### src/rtl/vote_round_ctrl_if.sv
// vote_round_ctrl_if: voter request/ballot/grant lines and result handshake.
// VOTE_QUORUM_CHECK_EN adds the no_quorum status line.
interface vote_round_ctrl_if;
    logic       start;
    logic [2:0] req;
    logic [2:0] ballot;
    logic [2:0] gnt;
    logic       busy;
    logic [2:0] vote_mask;
    logic       result;
    logic       result_valid;
    logic       result_ready;
    logic       timeout_flag;
`ifdef VOTE_QUORUM_CHECK_EN
    logic       no_quorum;

    modport master (
        output start, req, ballot, result_ready,
        input  gnt, busy, vote_mask, result, result_valid, timeout_flag,
        input  no_quorum
    );

    modport slave (
        input  start, req, ballot, result_ready,
        output gnt, busy, vote_mask, result, result_valid, timeout_flag,
        output no_quorum
    );
`else
    modport master (
        output start, req, ballot, result_ready,
        input  gnt, busy, vote_mask, result, result_valid, timeout_flag
    );

    modport slave (
        input  start, req, ballot, result_ready,
        output gnt, busy, vote_mask, result, result_valid, timeout_flag
    );
`endif
endinterface

### src/rtl/vote_round_ctrl.sv
// vote_round_ctrl: round-robin ballot collection into one shared majority gate.
// Optional VOTE_QUORUM_CHECK_EN: no_quorum output, result forced 0 without quorum.
module vote_round_ctrl #(
    parameter int TIMEOUT_CYCLES = 15,
    parameter int CNT_W          = 4
) (
    input  logic             clk,
    input  logic             rst_n,
    vote_round_ctrl_if.slave bus
);

    typedef enum logic [1:0] {
        IDLE,
        COLLECT,
        EVAL,
        HOLD
    } state_t;

    localparam logic [CNT_W-1:0] CNT_LAST = CNT_W'(TIMEOUT_CYCLES - 1);

    state_t     state;
    logic [1:0] rr_ptr;
    logic [CNT_W-1:0] cnt;
    logic [2:0] gnt_q;
    logic [2:0] mask_q;
    logic [2:0] ballot_q;
    logic       busy_q;
    logic       result_q;
    logic       valid_q;
    logic       tflag_q;

    logic [2:0] accept;
    logic [2:0] mask_nxt;
    logic [1:0] rr_nxt;
    logic [2:0] gnt_nxt;
    logic       maj_w;

    function automatic logic maj(input logic [2:0] v);
        return (v[0] & v[1]) | (v[0] & v[2]) | (v[1] & v[2]);
    endfunction

    // circular first-set search starting at position p
    function automatic logic [2:0] pick(input logic [2:0] c,
                                        input logic [1:0] p);
        logic [2:0] g;
        g = 3'b000;
        case (p)
            2'd1: begin
                if (c[1])      g = 3'b010;
                else if (c[2]) g = 3'b100;
                else if (c[0]) g = 3'b001;
            end
            2'd2: begin
                if (c[2])      g = 3'b100;
                else if (c[0]) g = 3'b001;
                else if (c[1]) g = 3'b010;
            end
            default: begin
                if (c[0])      g = 3'b001;
                else if (c[1]) g = 3'b010;
                else if (c[2]) g = 3'b100;
            end
        endcase
        return g;
    endfunction

    assign accept   = gnt_q & bus.req;
    assign mask_nxt = mask_q | accept;
    assign gnt_nxt  = pick(bus.req & ~mask_nxt, rr_nxt);
    assign maj_w    = maj(ballot_q);

    always_comb begin
        rr_nxt = rr_ptr;
        unique case (1'b1)
            accept[0]: rr_nxt = 2'd1;
            accept[1]: rr_nxt = 2'd2;
            accept[2]: rr_nxt = 2'd0;
            default:   rr_nxt = rr_ptr;
        endcase
    end

`ifdef VOTE_QUORUM_CHECK_EN
    logic nq_q;
    logic nq_w;

    // fewer than two accepted voters is exactly a zero majority of the mask
    assign nq_w          = ~maj(mask_q);
    assign bus.no_quorum = nq_q;

    always_ff @(posedge clk or negedge rst_n) begin
        if (!rst_n) begin
            nq_q <= 1'b0;
        end else if (state == EVAL) begin
            nq_q <= nq_w;
        end
    end
`endif

    always_ff @(posedge clk or negedge rst_n) begin
        if (!rst_n) begin
            state    <= IDLE;
            rr_ptr   <= 2'd0;
            cnt      <= '0;
            gnt_q    <= 3'b000;
            mask_q   <= 3'b000;
            ballot_q <= 3'b000;
            busy_q   <= 1'b0;
            result_q <= 1'b0;
            valid_q  <= 1'b0;
            tflag_q  <= 1'b0;
        end else begin
            unique case (state)
                IDLE: begin
                    if (bus.start) begin
                        state    <= COLLECT;
                        busy_q   <= 1'b1;
                        gnt_q    <= 3'b000;
                        mask_q   <= 3'b000;
                        ballot_q <= 3'b000;
                        cnt      <= '0;
                        tflag_q  <= 1'b0;
                    end
                end
                COLLECT: begin
                    cnt      <= cnt + CNT_W'(1);
                    mask_q   <= mask_nxt;
                    rr_ptr   <= rr_nxt;
                    ballot_q <= (ballot_q & ~accept) |
                                (bus.ballot & accept);
                    if (mask_nxt == 3'b111) begin
                        state <= EVAL;
                        gnt_q <= 3'b000;
                    end else if (cnt == CNT_LAST) begin
                        state   <= EVAL;
                        gnt_q   <= 3'b000;
                        tflag_q <= 1'b1;
                    end else begin
                        gnt_q <= gnt_nxt;
                    end
                end
                EVAL: begin
`ifdef VOTE_QUORUM_CHECK_EN
                    result_q <= maj_w & ~nq_w;
`else
                    result_q <= maj_w;
`endif
                    valid_q  <= 1'b1;
                    state    <= HOLD;
                end
                HOLD: begin
                    if (bus.result_ready) begin
                        valid_q <= 1'b0;
                        busy_q  <= 1'b0;
                        state   <= IDLE;
                    end
                end
                default: state <= IDLE;
            endcase
        end
    end

    assign bus.gnt          = gnt_q;
    assign bus.busy         = busy_q;
    assign bus.vote_mask    = mask_q;
    assign bus.result       = result_q;
    assign bus.result_valid = valid_q;
    assign bus.timeout_flag = tflag_q;

endmodule

### src/flat_wrapper.sv
// flat-port wrapper written by rule: the top's interface ports become plain ports
module vote_round_ctrl_flat 
#(
    parameter int TIMEOUT_CYCLES = 15,
    parameter int CNT_W          = 4
)
  (clk, rst_n, bus_start, bus_req, bus_ballot, bus_result_ready, bus_gnt, bus_busy, bus_vote_mask, bus_result, bus_result_valid, bus_timeout_flag);
  vote_round_ctrl_if bus_i ();
  input  logic clk;
  input  logic rst_n;
  input wire logic [$bits(bus_i.start)-1:0] bus_start;
  input wire logic [$bits(bus_i.req)-1:0] bus_req;
  input wire logic [$bits(bus_i.ballot)-1:0] bus_ballot;
  input wire logic [$bits(bus_i.result_ready)-1:0] bus_result_ready;
  output wire logic [$bits(bus_i.gnt)-1:0] bus_gnt;
  output wire logic [$bits(bus_i.busy)-1:0] bus_busy;
  output wire logic [$bits(bus_i.vote_mask)-1:0] bus_vote_mask;
  output wire logic [$bits(bus_i.result)-1:0] bus_result;
  output wire logic [$bits(bus_i.result_valid)-1:0] bus_result_valid;
  output wire logic [$bits(bus_i.timeout_flag)-1:0] bus_timeout_flag;
  assign bus_i.start = bus_start;
  assign bus_i.req = bus_req;
  assign bus_i.ballot = bus_ballot;
  assign bus_i.result_ready = bus_result_ready;
  assign bus_gnt = bus_i.gnt;
  assign bus_busy = bus_i.busy;
  assign bus_vote_mask = bus_i.vote_mask;
  assign bus_result = bus_i.result;
  assign bus_result_valid = bus_i.result_valid;
  assign bus_timeout_flag = bus_i.timeout_flag;
  vote_round_ctrl #(.TIMEOUT_CYCLES(TIMEOUT_CYCLES), .CNT_W(CNT_W)) u_core (.clk(clk), .rst_n(rst_n), .bus(bus_i));
endmodule
### config.mk
export PLATFORM = sky130hd
export DESIGN_NAME = vote_round_ctrl_flat
export DESIGN_NICKNAME = d
export VERILOG_FILES = /design/src/rtl/vote_round_ctrl_if.sv /design/src/rtl/vote_round_ctrl.sv /design/src/flat_wrapper.sv
export SDC_FILE = /design/constraint.sdc
export NUM_CORES = 1
export LEC_CHECK = 0
export CAP_MARGIN = 20
export CELL_PAD_IN_SITES_DETAIL_PLACEMENT = 0
export CELL_PAD_IN_SITES_GLOBAL_PLACEMENT = 1
export CORE_MARGIN = 2
export CORE_UTILIZATION = 44
export DETAILED_ROUTE_END_ITERATION = 12
export DONT_BUFFER_PORTS = 1
export GPL_TIMING_DRIVEN = 0
export HOLD_SLACK_MARGIN = 0.05
export PLACE_DENSITY = 0.8
export SYNTH_ARGS = -nofsm -noshare
export SYNTH_HDL_FRONTEND = slang
export SYNTH_SLANG_ARGS = --single-unit
### constraint.sdc
create_clock -name clk -period 5.2 [get_ports clk]
set_clock_uncertainty 0.05 [all_clocks]
set_input_delay 0 -clock clk [delete_from_list [all_inputs] [get_ports clk]]
set_output_delay 0 -clock clk [all_outputs]
set_load 0.02 [all_outputs]
==> metrics.txt <==
# TYPE chip_impl_metric gauge
chip_impl_metric{name="std_cell_rows",unit=""} 18
chip_impl_metric{name="synth_seq_area_share",unit=""} 0.462
chip_impl_metric{name="htree_levels",unit=""} 1
chip_impl_metric{name="wire_length_per_cell",unit="µm"} 14.8
chip_impl_metric{name="floorplan.initialDensity",unit=""} 0.463
chip_impl_metric{name="cell_total_after_placement",unit=""} 149
chip_impl_metric{name="seq_power_share",unit=""} 0.425
chip_impl_metric{name="layoutNonFillerInstCount",unit=""} 168
chip_impl_metric{name="cts.repair.resized",unit=""} 0
chip_impl_metric{name="postRouteAntennaNets",unit=""} 0
chip_impl_metric{name="fin_worst_hold_slack",unit="ps"} 76.8
chip_impl_info{name="rsz0062_at_grt",value="no"} 1
chip_impl_metric{name="first_iteration_detailed_routing_drc_count",unit=""} 14
chip_impl_metric{name="critical_path_peak_fanout",unit=""} 10
chip_impl_metric{name="power",unit="mW"} 0.777
chip_impl_metric{name="layout_worst_path_cycle_share",unit=""} 0.577
chip_impl_metric{name="synthesized_net_count",unit=""} 137
chip_impl_metric{name="comb_power_share",unit=""} 0.471
chip_impl_info{name="critPathCaptureType",value="flop"} 1
chip_impl_metric{name="pwr-share-clk",unit=""} 0.103
chip_impl_metric{name="portBuffers",unit=""} 0
chip_impl_metric{name="relSlewSlack",unit=""} 0.382
chip_impl_metric{name="clk_pin_slew_worst_paths",unit="ps"} 120
chip_impl_metric{name="fillers",unit=""} 225
chip_impl_metric{name="synth.ff_latch_count",unit=""} 21
chip_impl_metric{name="pwr_density_cell",unit="nW/µm²"} 574
chip_impl_metric{name="synth_cells",unit=""} 119
chip_impl_info{name="synth_top_flop_cell",value="dfrtp_1"} 1
chip_impl_info{name="run_status",value="finished, final reports clean"} 1
chip_impl_metric{name="avgViaCountPerCell",unit=""} 5.60
chip_impl_metric{name="first_pass_grt_wire_length",unit="µm"} 4020
chip_impl_metric{name="first_global_vias",unit=""} 901
chip_impl_info{name="min_path_type",value="primary input to flop"} 1
chip_impl_metric{name="detail_route.wirelength",unit="µm"} 2480
chip_impl_metric{name="synth_async_sr_flop_share",unit=""} 1.00
chip_impl_metric{name="yosysWarnings",unit=""} 0
chip_impl_info{name="synthTopCellsByArea",value="dfrtp_1 (46%), ha_1 (8.8%), nor2_1 (5.3%)"} 1
chip_impl_metric{name="cts_sinks",unit=""} 21
chip_impl_metric{name="largest_net_degree_at_the_start_of_global_routing",unit=""} 22
chip_impl_info{name="yosys.cell_count.top_type",value="dfrtp_1"} 1
chip_impl_metric{name="cp.arrival",unit="ps"} 3150
chip_impl_metric{name="cts.hold.buffers_added",unit=""} 15
chip_impl_info{name="post-synth-top-area-cell",value="dfrtp_1"} 1
chip_impl_metric{name="final_net_count",unit=""} 157
chip_impl_metric{name="num_vias",unit=""} 941
chip_impl_metric{name="slew_violations",unit=""} 0
chip_impl_metric{name="timing.final.crit_period",unit="ps"} 3000
chip_impl_metric{name="fp.coreArea",unit="µm²"} 2450
chip_impl_metric{name="synth.cell_area",unit="µm²"} 1140
chip_impl_metric{name="antenna_cells_inserted",unit=""} 0
chip_impl_metric{name="clock_insertion_delay_worst_skew",unit="ps"} 300
chip_impl_metric{name="gp_congestion",unit=""} 0.801
chip_impl_metric{name="yosys.cell_types.count",unit=""} 33
chip_impl_metric{name="synth_edf_count",unit=""} 0
chip_impl_metric{name="post_route_cells_drive_above_1_share",unit=""} 0.0870
chip_impl_metric{name="timing_worst_slew_pin_value",unit="ps"} 924
chip_impl_info{name="ctsRootBufferMaster",value="clkbuf_4"} 1
chip_impl_metric{name="power_switching",unit="mW"} 0.355
chip_impl_metric{name="finalSetupViolCount",unit=""} 0
chip_impl_metric{name="cap_violations",unit=""} 0
chip_impl_info{name="worstSetupStartpointType",value="flop"} 1
chip_impl_metric{name="syn_avg_cell_area",unit="µm²"} 9.56
chip_impl_metric{name="irDropWorstVdd",unit="mV"} 0.299
chip_impl_metric{name="fin_setup_tns",unit="ps"} 0
chip_impl_metric{name="yosys.area.top_type_share",unit=""} 0.462
chip_impl_info{name="synth_top_cells_by_count",value="dfrtp_1 (21), nor2_1 (16), nand2_1 (14)"} 1
chip_impl_metric{name="cts_buffers",unit=""} 3
chip_impl_metric{name="die_h",unit="µm"} 54.8
chip_impl_metric{name="finalHoldViolations",unit=""} 0
chip_impl_metric{name="max-clock-path-buffers",unit=""} 2
chip_impl_metric{name="area.growth.synth_to_final",unit="%"} 18.9
chip_impl_metric{name="total_routing_usage_gr",unit=""} 0.187
chip_impl_metric{name="swShare",unit=""} 0.457
chip_impl_metric{name="grt_remaining_overflow",unit=""} 0
chip_impl_metric{name="required",unit="ps"} 5350
chip_impl_info{name="cts_tree",value="built"} 1
chip_impl_metric{name="design.die.area",unit="µm²"} 3010
chip_impl_metric{name="internal_cell_power",unit="mW"} 0.422
chip_impl_metric{name="total_setup_buffers_inserted_after_cts",unit=""} 0
chip_impl_metric{name="place.detailed.hpwl",unit="µm"} 1730
chip_impl_info{name="worst-setup-path-type",value="flop to flop"} 1
chip_impl_metric{name="clock.fmax",unit="MHz"} 333
chip_impl_metric{name="route.detailed.drc",unit=""} 0
chip_impl_metric{name="floorplan.die.width",unit="µm"} 54.8
chip_impl_metric{name="first_pass_iters",unit=""} 4
chip_impl_metric{name="power.static_leakage",unit="nW"} 0.597
chip_impl_metric{name="io_pins",unit=""} 20
chip_impl_metric{name="antenna_violations_before_repair",unit=""} 0
layout by cell type, fill, tap and decap left out, types with 2 or more instances in the layout:
cell type / netlist / layout
clkbuf_4: 0 / 3
inv_1: 8 / 8
mux2_2: 2 / 2
o21ai_1: 7 / 7
or3_1: 2 / 2
nor3_1: 2 / 2
o22ai_1: 2 / 2
a32o_1: 2 / 2
nand2_1: 14 / 14
nand3_1: 2 / 2
nor3b_1: 2 / 2
dlygate4sd3_1: 0 / 15
a32oi_1: 2 / 2
dfrtp_1: 21 / 21
a21oi_1: 11 / 11
ha_1: 8 / 8
nor2_1: 16 / 16
final timing paths:
check,startpoint,end,slack (ps),cells past startpoint
worst min-delay path,bus_start,u_core.cnt[1]$_DFFE_PN0P_,80,4
worst max-delay path,u_core.state[0]$_DFFE_PN0P_,u_core.ballot_q[0]$_DFFE_PN0P_,2200,9
min in group asynchronous,rst_n,u_core.bus.vote_mask[2]$_DFFE_PN0P_,210,1
max in group asynchronous,rst_n,u_core.state[1]$_DFFE_PN0P_,4320,1
worst min register to register,u_core.cnt[0]$_DFFE_PN0P_,u_core.cnt[0]$_DFFE_PN0P_,490,1
worst max register to register,u_core.state[0]$_DFFE_PN0P_,u_core.ballot_q[0]$_DFFE_PN0P_,2200,9
metrics by stage:
step | util | instance area, µm² | setup WS (ps)
after floorplan | - | 1140 | 3340
after global placement | 0.479 | 1170 | 3170
after detailed placement | 0.479 | 1170 | 3140
after CTS | 0.551 | 1350 | 2240
after global routing | 0.551 | 1350 | 2110
final | 0.551 | 1350 | 2200
area by class of cell:
class | count | area [µm²] | area share
inverter | 8 | 30.0 | 0.0222
timing repair buffer | 15 | 150 | 0.111
multi-input combinational | 88 | 566 | 0.418
clock inverter | 1 | 5.00 | 0.00370
clock buffer | 3 | 22.5 | 0.0167
buffer | 2 | 16.3 | 0.0120
sequential | 21 | 526 | 0.389
tap | 30 | 37.5 | 0.0278
power groups by stage:
stage / logic, mW / clock network [mW] / registers (mW)
2_1_floorplan: 0.277 / 0 / 0.316
3_3_place_gp: 0.324 / 0 / 0.331
3_5_place_dp: 0.333 / 0 / 0.334
4_1_cts: 0.360 / 0.0819 / 0.330
5_1_grt: 0.413 / 0.0913 / 0.341
6_report: 0.366 / 0.0804 / 0.330
kinds of logic after synthesis:
group | Yosys count | synth area share
adder cells (fa/ha/maj) | 9 | 0.0968
flip-flops | 21 | 0.462
XOR/XNOR | 1 | 0.00770
AO/OA/AOI/OAI | 30 | 0.163
buffers and inverters | 10 | 0.0407
AND/OR/NAND/NOR | 43 | 0.179
multiplexers | 5 | 0.0506
metal layers:
| metal | share of wire | track usage |
|---|---|---|
| met1 | 0.46 | 0.242 |
| met2 | 0.49 | 0.310 |
| met3 | 0.044 | 0.0410 |
| met4 | 0.0085 | 0.0583 |
| met5 | 0 | 0 |
state kept, by name, summed over array words and instances (netlist names):
name	flops
u_core.bus.busy	1
u_core.state	2
u_core.bus.result_valid	1
u_core.ballot_q	3
u_core.bus.result	1
u_core.bus.timeout_flag	1
u_core.bus.gnt	3
u_core.cnt	4
u_core.bus.vote_mask	3
u_core.rr_ptr	2
critical path: stages (launching register included):
cell,delay (ps)
dfrtp_1,420
inv_1,110
ha_1,320
mux2i_2,470
buf_6,210
nor2_1,70
nand2_1,60
dlygate4sd3_1,540
a21oi_1,60
dlygate4sd3_1,580
(Power assumes the default switching activity.)
